==> config.mk <==
export PLATFORM = sky130hd
export DESIGN_NAME = atm_txn_engine_flat
export DESIGN_NICKNAME = d
export VERILOG_FILES = /design/src/rtl/atm_txn_engine_if.sv /design/src/rtl/atm_txn_engine.sv /design/src/flat_wrapper.sv
export SDC_FILE = /design/constraint.sdc
export NUM_CORES = 2
export LEC_CHECK = 0
export ABC_AREA = 1
export CAP_MARGIN = 30
export CORE_ASPECT_RATIO = 1.5
export CORE_UTILIZATION = 29
export DETAILED_ROUTE_END_ITERATION = 8
export PLACE_DENSITY = 0.56
export SYNTH_ARGS = -nofsm -noshare
export SYNTH_HDL_FRONTEND = slang
export SYNTH_SLANG_ARGS = --single-unit
==> constraint.sdc <==
create_clock -name clk -period 3.6 [get_ports clk]
set_input_delay 0.9 -clock clk [delete_from_list [all_inputs] [get_ports clk]]
set_output_delay 0.9 -clock clk [all_outputs]
set_load 0.02 [all_outputs]
==> src/rtl/atm_txn_engine_if.sv <==
// Session/operation handshake bundle between an ATM front end and atm_txn_engine.
// The front end drives requests and operations; the engine returns status and balance.
interface atm_txn_engine_if #(
  parameter int BAL_W = 32,
  parameter int PIN_W = 16
);
  logic             req_valid;
  logic             req_ready;
  logic [7:0]       acc_num;
  logic [PIN_W-1:0] pin;
  logic             op_valid;
  logic [2:0]       op;
  logic [BAL_W-1:0] amount;
  logic [PIN_W-1:0] new_pin;
  logic             done;
  logic             success;
  logic [2:0]       err_code;
  logic [BAL_W-1:0] balance;
  logic [2:0]       state;

  modport master (
    output req_valid, acc_num, pin, op_valid, op, amount, new_pin,
    input  req_ready, done, success, err_code, balance, state
  );

  modport slave (
    input  req_valid, acc_num, pin, op_valid, op, amount, new_pin,
    output req_ready, done, success, err_code, balance, state
  );
endinterface

==> src/rtl/atm_txn_engine.sv <==
// ATM session engine: authenticates an account, runs one operation, reports status.
// Optional per-account wrong-PIN lockout is built when ATM_LOCKOUT_EN is defined.
module atm_txn_engine #(
  parameter int                NUM_ACCTS   = 16,
  parameter int                BAL_W       = 32,
  parameter int                PIN_W       = 16,
  parameter int unsigned       INIT_BAL    = 1000,
  parameter logic [PIN_W-1:0]  DEFAULT_PIN = PIN_W'(16'h1234),
  parameter int                TIMEOUT     = 64,
  parameter int                MAX_TRIES   = 3
) (
  input logic               clk,
  input logic               rst,
  atm_txn_engine_if.slave   bus
);

  localparam int ACC_W = ($clog2(NUM_ACCTS) < 1) ? 1 : $clog2(NUM_ACCTS);
  localparam int TMR_W = ($clog2(TIMEOUT) < 1) ? 1 : $clog2(TIMEOUT);

  if (NUM_ACCTS < 2 || NUM_ACCTS > 256) begin : g_bad_accts
    $error("atm_txn_engine: NUM_ACCTS out of range");
  end
  if (TIMEOUT < 2) begin : g_bad_timeout
    $error("atm_txn_engine: TIMEOUT must be at least 2");
  end
  if (MAX_TRIES < 1) begin : g_bad_tries
    $error("atm_txn_engine: MAX_TRIES must be at least 1");
  end

  typedef enum logic [2:0] {
    S_IDLE = 3'd0,
    S_AUTH = 3'd1,
    S_MENU = 3'd2,
    S_EXEC = 3'd3,
    S_DONE = 3'd4
  } state_e;

  localparam logic [2:0] OP_BALANCE    = 3'd0;
  localparam logic [2:0] OP_WITHDRAW   = 3'd1;
  localparam logic [2:0] OP_DEPOSIT    = 3'd2;
  localparam logic [2:0] OP_CHANGE_PIN = 3'd3;
  localparam logic [2:0] OP_EXIT       = 3'd4;

  localparam logic [2:0] E_OK       = 3'd0;
  localparam logic [2:0] E_BAD_ACC  = 3'd1;
  localparam logic [2:0] E_BAD_PIN  = 3'd2;
  localparam logic [2:0] E_LOCKED   = 3'd3;
  localparam logic [2:0] E_INSUFF   = 3'd4;
  localparam logic [2:0] E_OVERFLOW = 3'd5;
  localparam logic [2:0] E_BAD_OP   = 3'd6;
  localparam logic [2:0] E_TIMEOUT  = 3'd7;

  state_e           state_q;
  logic [ACC_W-1:0] acc_q;
  logic [PIN_W-1:0] pin_q;
  logic [2:0]       op_q;
  logic [BAL_W-1:0] amt_q;
  logic [PIN_W-1:0] new_pin_q;
  logic [TMR_W-1:0] tmr_q;
  logic             done_q;
  logic             success_q;
  logic [2:0]       err_q;
  logic [BAL_W-1:0] bal_out_q;

  logic [BAL_W-1:0] bal_mem_q [NUM_ACCTS];
  logic [PIN_W-1:0] pin_mem_q [NUM_ACCTS];

  logic [BAL_W-1:0] cur_bal;
  logic [BAL_W:0]   dep_sum;
  logic             acc_ok;
  logic             pin_ok;
  logic             locked;

  logic [2:0]       exec_err_d;
  logic [BAL_W-1:0] exec_bal_d;
  logic             exec_bal_we;
  logic             exec_pin_we;

  assign cur_bal = bal_mem_q[acc_q];
  assign dep_sum = {1'b0, cur_bal} + {1'b0, amt_q};
  assign acc_ok  = ({1'b0, bus.acc_num} < 9'(NUM_ACCTS));
  assign pin_ok  = (pin_q == pin_mem_q[acc_q]);

  // Operation outcome, evaluated against the latched account while in EXEC.
  always_comb begin
    // NOTE: every output gets a default before the case so no path leaves one unassigned (no latch).
    exec_err_d  = E_OK;
    exec_bal_d  = cur_bal;
    exec_bal_we = 1'b0;
    exec_pin_we = 1'b0;
    case (op_q)
      OP_BALANCE, OP_EXIT: ;
      OP_WITHDRAW: begin
        if (amt_q > cur_bal) begin
          exec_err_d = E_INSUFF;
        end else begin
          exec_bal_d  = cur_bal - amt_q;
          exec_bal_we = 1'b1;
        end
      end
      OP_DEPOSIT: begin
        if (dep_sum[BAL_W]) begin
          exec_err_d = E_OVERFLOW;
        end else begin
          exec_bal_d  = dep_sum[BAL_W-1:0];
          exec_bal_we = 1'b1;
        end
      end
      OP_CHANGE_PIN: exec_pin_we = 1'b1;
      default:       exec_err_d = E_BAD_OP;
    endcase
  end

  // Account storage: balances and PINs return to their initial values on reset.
  always_ff @(posedge clk or negedge rst) begin
    if (!rst) begin
      // NOTE: this store must be reset element by element, so it is built from flops rather than a RAM macro.
      for (int i = 0; i < NUM_ACCTS; i++) begin
        bal_mem_q[i] <= BAL_W'(INIT_BAL);
        pin_mem_q[i] <= DEFAULT_PIN;
      end
    end else if (state_q == S_EXEC) begin
      if (exec_bal_we) bal_mem_q[acc_q] <= exec_bal_d;
      if (exec_pin_we) pin_mem_q[acc_q] <= new_pin_q;
    end
  end

`ifdef ATM_LOCKOUT_EN
  localparam int TRY_W = $clog2(MAX_TRIES + 1);

  logic [TRY_W-1:0]     tries_q [NUM_ACCTS];
  logic [NUM_ACCTS-1:0] lock_q;

  assign locked = lock_q[acc_q];

  // Lock flags stick until reset; a good PIN on an unlocked account clears its count.
  always_ff @(posedge clk or negedge rst) begin
    if (!rst) begin
      for (int i = 0; i < NUM_ACCTS; i++) begin
        tries_q[i] <= '0;
      end
      lock_q <= '0;
    end else if (state_q == S_AUTH && !lock_q[acc_q]) begin
      if (pin_ok) begin
        tries_q[acc_q] <= '0;
      end else if (tries_q[acc_q] == TRY_W'(MAX_TRIES - 1)) begin
        tries_q[acc_q] <= TRY_W'(MAX_TRIES);
        lock_q[acc_q]  <= 1'b1;
      end else begin
        tries_q[acc_q] <= tries_q[acc_q] + 1'b1;
      end
    end
  end
`else
  assign locked = 1'b0;
`endif

  // Session FSM with registered status outputs.
  always_ff @(posedge clk or negedge rst) begin
    if (!rst) begin
      // NOTE: sequential state uses non-blocking assignments so all flops update from pre-edge values.
      state_q   <= S_IDLE;
      acc_q     <= '0;
      pin_q     <= '0;
      op_q      <= '0;
      amt_q     <= '0;
      new_pin_q <= '0;
      tmr_q     <= '0;
      done_q    <= 1'b0;
      success_q <= 1'b0;
      err_q     <= E_OK;
      bal_out_q <= '0;
    end else begin
      done_q    <= 1'b0;
      success_q <= 1'b0;
      case (state_q)
        S_IDLE: begin
          if (bus.req_valid) begin
            if (acc_ok) begin
              acc_q   <= bus.acc_num[ACC_W-1:0];
              pin_q   <= bus.pin;
              state_q <= S_AUTH;
            end else begin
              state_q   <= S_DONE;
              done_q    <= 1'b1;
              err_q     <= E_BAD_ACC;
              bal_out_q <= '0;
            end
          end
        end
        S_AUTH: begin
          if (locked) begin
            state_q   <= S_DONE;
            done_q    <= 1'b1;
            err_q     <= E_LOCKED;
            bal_out_q <= cur_bal;
          end else if (!pin_ok) begin
            state_q   <= S_DONE;
            done_q    <= 1'b1;
            err_q     <= E_BAD_PIN;
            bal_out_q <= cur_bal;
          end else begin
            tmr_q   <= '0;
            state_q <= S_MENU;
          end
        end
        S_MENU: begin
          if (bus.op_valid) begin
            op_q      <= bus.op;
            amt_q     <= bus.amount;
            new_pin_q <= bus.new_pin;
            state_q   <= S_EXEC;
          end else if (tmr_q == TMR_W'(TIMEOUT - 1)) begin
            state_q   <= S_DONE;
            done_q    <= 1'b1;
            err_q     <= E_TIMEOUT;
            bal_out_q <= cur_bal;
          end else begin
            tmr_q <= tmr_q + 1'b1;
          end
        end
        S_EXEC: begin
          state_q   <= S_DONE;
          done_q    <= 1'b1;
          success_q <= (exec_err_d == E_OK);
          err_q     <= exec_err_d;
          bal_out_q <= exec_bal_d;
        end
        S_DONE:  state_q <= S_IDLE;
        default: state_q <= S_IDLE;
      endcase
    end
  end

  assign bus.req_ready = (state_q == S_IDLE);
  assign bus.done      = done_q;
  assign bus.success   = success_q;
  assign bus.err_code  = err_q;
  assign bus.balance   = bal_out_q;
  assign bus.state     = state_q;

endmodule

==> src/flat_wrapper.sv <==
// flat-port wrapper written by rule: the top's interface ports become plain ports
module atm_txn_engine_flat 
#(
  parameter int                NUM_ACCTS   = 16,
  parameter int                BAL_W       = 32,
  parameter int                PIN_W       = 16,
  parameter int unsigned       INIT_BAL    = 1000,
  parameter logic [PIN_W-1:0]  DEFAULT_PIN = PIN_W'(16'h1234),
  parameter int                TIMEOUT     = 64,
  parameter int                MAX_TRIES   = 3
)
  (clk, rst, bus_req_valid, bus_acc_num, bus_pin, bus_op_valid, bus_op, bus_amount, bus_new_pin, bus_req_ready, bus_done, bus_success, bus_err_code, bus_balance, bus_state);
  atm_txn_engine_if #(.BAL_W(BAL_W), .PIN_W(PIN_W)) bus_i ();
  input logic clk;
  input logic rst;
  input wire logic [$bits(bus_i.req_valid)-1:0] bus_req_valid;
  input wire logic [$bits(bus_i.acc_num)-1:0] bus_acc_num;
  input wire logic [$bits(bus_i.pin)-1:0] bus_pin;
  input wire logic [$bits(bus_i.op_valid)-1:0] bus_op_valid;
  input wire logic [$bits(bus_i.op)-1:0] bus_op;
  input wire logic [$bits(bus_i.amount)-1:0] bus_amount;
  input wire logic [$bits(bus_i.new_pin)-1:0] bus_new_pin;
  output wire logic [$bits(bus_i.req_ready)-1:0] bus_req_ready;
  output wire logic [$bits(bus_i.done)-1:0] bus_done;
  output wire logic [$bits(bus_i.success)-1:0] bus_success;
  output wire logic [$bits(bus_i.err_code)-1:0] bus_err_code;
  output wire logic [$bits(bus_i.balance)-1:0] bus_balance;
  output wire logic [$bits(bus_i.state)-1:0] bus_state;
  assign bus_i.req_valid = bus_req_valid;
  assign bus_i.acc_num = bus_acc_num;
  assign bus_i.pin = bus_pin;
  assign bus_i.op_valid = bus_op_valid;
  assign bus_i.op = bus_op;
  assign bus_i.amount = bus_amount;
  assign bus_i.new_pin = bus_new_pin;
  assign bus_req_ready = bus_i.req_ready;
  assign bus_done = bus_i.done;
  assign bus_success = bus_i.success;
  assign bus_err_code = bus_i.err_code;
  assign bus_balance = bus_i.balance;
  assign bus_state = bus_i.state;
  atm_txn_engine #(.NUM_ACCTS(NUM_ACCTS), .BAL_W(BAL_W), .PIN_W(PIN_W), .INIT_BAL(INIT_BAL), .DEFAULT_PIN(DEFAULT_PIN), .TIMEOUT(TIMEOUT), .MAX_TRIES(MAX_TRIES)) u_core (.clk(clk), .rst(rst), .bus(bus_i));
endmodule
==> flow_metrics.py <==
metrics = {
    "placed_design": {
        "gp_congestion": 0.985,
        "pre_cts_ws_ns": -1.30,
        "portBuffers": 119,
        "placed_cells": 8745,
        "dpl.hpwl_mm": 126,
    },
    "final_layout": {
        "final_core_util": 0.409,
        "area_growth_pct": 39.8,
        "nFillCells": 15900,
        "drive_gt1_frac": 0.260,
        "layout.nets": 7135,
        "fin_cells": 9132,
    },
    "sta": {
        "hold_violations": 0,
        "clock_skew_ns": 0.0390,
        "timing.final.crit_share": 1.22,
        "relSlewSlack": 0.351,
        "setup_slack_ns": -0.793,
        "rsz0062_at_grt": "true",
        "slew_violations": 0,
        "timing.hold.ws_ns": 0.208,
        "setup_viol": 556,
        "timing.fmax_ghz": 0.228,
        "min_period_ns": 4.39,
        "worst_pin_slew_ns": 0.968,
    },
    "setup_path": {
        "worst_ep_arrival_time_ns": 4.99,
        "end_kind": "flop",
        "rr_startpoint": "u_core.acc_q[1]",
        "crit_fanout": 12,
        "cp.required_ns": 4.20,
        "critPathKind": "flop to flop",
        "reg2reg_depth": 30,
        "cpMaxStageDelayCell": "dfrtp_2",
        "cp-start-kind": "flop",
        "rr_endpoint": "u_core.bus.balance[24]",
        "timing.critical_path.mode_cell": "nand2_1",
        "reg2reg_slack_ns": -0.79,
        "cp_slowest_stage_delay_ns": 0.50,
    },
    "global_route": {
        "grtUsageMet1": 0.279,
        "grt.busiest_layer": "met2",
        "grt_use_met3": 0.0278,
        "use_met2": 0.400,
        "grt_usage": 0.234,
        "grt_max_degree": 104,
        "gr-total-overflow": 0,
        "grt_pass1_vias": 43900,
        "grt_pass1_wl_mm": 282,
        "antenna_found_initial": 2,
    },
    "synth": {
        "syn-num-nets": 6375,
        "async_reset_ff_frac": 1.00,
        "yosys_register_bits": 885,
        "synth_edf_count": 0,
        "synth_cell_type_count": 43,
        "synth_area_per_cell_um2": 7.39,
        "ys_seq_area_frac": 0.486,
        "yosysWarnings": 0,
        "synth_top_flop_cell": "dfrtp_1",
        "syn_inst": 6222,
        "syn_area_um2": 46000,
    },
    "cts": {
        "cts.sinks": 885,
        "htreeDepth": 3,
        "tritoncts": "yes",
        "cts_buffers": 93,
        "cts_root_buf": "clkbuf_16",
        "cts_hold_buf": 0,
        "clk_pin_slew_worst_paths_ns": 0.07,
        "clk_path_buf_depth": 3,
        "clk_latency_ns": 0.72,
    },
    "die": {
        "die_h_um": 490,
        "start_util": 0.293,
        "ios": 120,
        "die_x_um": 327,
        "rows": 178,
        "core_region_area_um2": 157000,
        "die_area_um2": 160000,
    },
    "min_path": {
        "hp-class": "input pin to asynchronous set/reset pin",
    },
    "power_and_ir_drop": {
        "pwr_density_cell_nw_per_um2": 380,
        "leakagePower_nw": 31.6,
        "vdd_ir_drop_max_v": 0.000415,
    },
    "detailed_routing": {
        "via_per_inst": 5.01,
        "first_iter_violations": 4300,
        "vias": 45800,
        "wl_mm": 198,
        "first_pass_iters": 6,
        "ant_nets": 0,
        "wl_per_cell_um": 21.7,
        "drc": 0,
    },
    "outcome": {
        "violations": "negative setup slack",
        "status": "finished with violations",
    },
    "run": {
        "cap_violations": 0,
    },
}
==> routing by layer <==
metal	up-vias	part of all wire
li1	21100	-
met1	22100	0.38
met2	1995	0.48
met3	584	0.068
met4	0	0.079
met5	-	0
==> cell type report <==
class                      instances  area (um^2)  area share
inverter                         592         2440      0.0380
timing repair inverter             3         40.0    0.000622
antenna                            2         5.00   0.0000778
sequential                       885        22400       0.348
clock inverter                    35          420     0.00654
clock buffer                     138         2660      0.0413
multi-input combinational       4376        22600       0.351
timing repair buffer            1031        11200       0.175
tap                             2070         2590      0.0403
==> per-stage QoR <==
| step | total power, mW | TNS, ns | area, um^2 |
|---|---|---|---|
| final | 24.4 | -382.80 | 64300 |
| after floorplan | 11.7 | -7.03 | 46700 |
| after CTS | 24.0 | -337.47 | 61200 |
| after detailed placement | 13.7 | -653.31 | 54700 |
| after global routing | 25.1 | -438.41 | 64300 |
| after global placement | 13.7 | -666.85 | 54700 |
==> power by group <==
part	switching (mW)	leakage, nW	internal [mW]
clock network	4.39	1.49	5.58
logic	2.75	18.5	1.56
registers	0.103	11.5	10.1
==> cell usage after synthesis (2+ instances only) <==
master	number	area share
nor2_1	171	0.014
or2_2	2	0.00027
nor3_1	9	0.00098
dfrtp_1	709	0.39
xor2_1	26	0.0049
nor2_2	3	0.00041
mux2_2	14	0.0034
a22oi_1	136	0.022
nand2_2	14	0.0019
ha_1	72	0.020
inv_2	21	0.0017
nand4_1	64	0.0087
o21bai_1	20	0.0033
buf_4	19	0.0031
clkbuf_1	149	0.012
a21o_1	2	0.00033
nand3b_1	4	0.00065
inv_1	568	0.046
nand2_1	2816	0.23
buf_1	11	0.00090
nand3_1	178	0.019
xnor2_1	3	0.00057
and2_1	10	0.0014
a21oi_1	45	0.0049
o21ai_0	526	0.057
o21ai_1	128	0.014
dfstp_2	176	0.10
buf_2	180	0.020
nor3_2	3	0.00065
fa_1	2	0.00087
buf_6	10	0.0024
o22ai_1	120	0.016
==> placed cells by master, fill, tap and decap left out, drive strengths merged <==
cell type and instances:
o211ai 1, bufbuf 1, and2 10, clkdlybuf4s50 118, nor3 12, dfrtp 709
diode 2, a221oi 1, o22ai 120, bufinv 6, o21bai 20, nor4 2
mux2 14, ha 72, fa 2, o21ai 654, nand4 64, nand3b 4
clkinv 34, inv 584, xnor2 3, nor3b 1, or2 2, nand3 179
a21o 2, a21oi 47, clkbuf 169, a22oi 136, dfstp 176, clkinvlp 6
nand2 2830, xor2 26, buf 881, nor2 174
==> critical path: cells and delay by family (launching register included) <==
kind / cells / cell delay (ns)
DFF: 1 / 0.50
buffers and inverters: 12 / 1.63
adders and majority gates: 1 / 0.23
and+or+nand+nor: 16 / 1.68
AOI/OAI and AO/OA: 1 / 0.19
==> logic make-up after synthesis <==
group           count (synthesis)  synth area share
buf+inv                       961            0.0866
mux                            14           0.00343
flops                         885             0.486
xor+xnor                       29           0.00552
compound gates                981             0.119
fa+ha+maj                      74            0.0205
simple gates                 3278             0.279
==> flip-flops by register name, indices dropped and copies added, names as in the netlist <==
register	cells
u_core.acc_q	4
u_core.pin_q	16
u_core.bal_mem_q	512
u_core.amt_q	32
u_core.tmr_q	6
u_core.bus.err_code	3
u_core.bus.state	3
u_core.bus.done	1
u_core.bus.balance	32
u_core.pin_mem_q	256
u_core.bus.success	1
u_core.op_q	3
u_core.new_pin_q	16
==> how the worst max path moves through the flow <==
stage                          startpoint                endpoint  slack (ns)  cells past startpoint
final                     u_core.acc_q[1]  u_core.bus.balance[24]       -0.79                     30
after global routing      u_core.acc_q[0]   u_core.bal_mem_q[186]       -0.92                     28
after floorplan           u_core.acc_q[0]    u_core.bal_mem_q[86]       -0.04                     30
after detailed placement  u_core.acc_q[0]   u_core.bal_mem_q[483]       -1.30                     25
after CTS                 u_core.acc_q[0]   u_core.bal_mem_q[483]       -0.72                     27
after global placement    u_core.acc_q[1]   u_core.bal_mem_q[346]       -1.35                     25
==> what timing repair did <==
| action | 4_1_cts | 5_1_grt |
|---|---|---|
| hold endpoints to repair | 0 | 0 |
| resized for setup | 484 | 571 |
| setup buffers | 77 | 77 |
| setup endpoints to repair | 556 | 557 |
| cloned | 43 | 34 |
| pin swaps | 99 | 121 |
(Power assumes the default switching activity.)
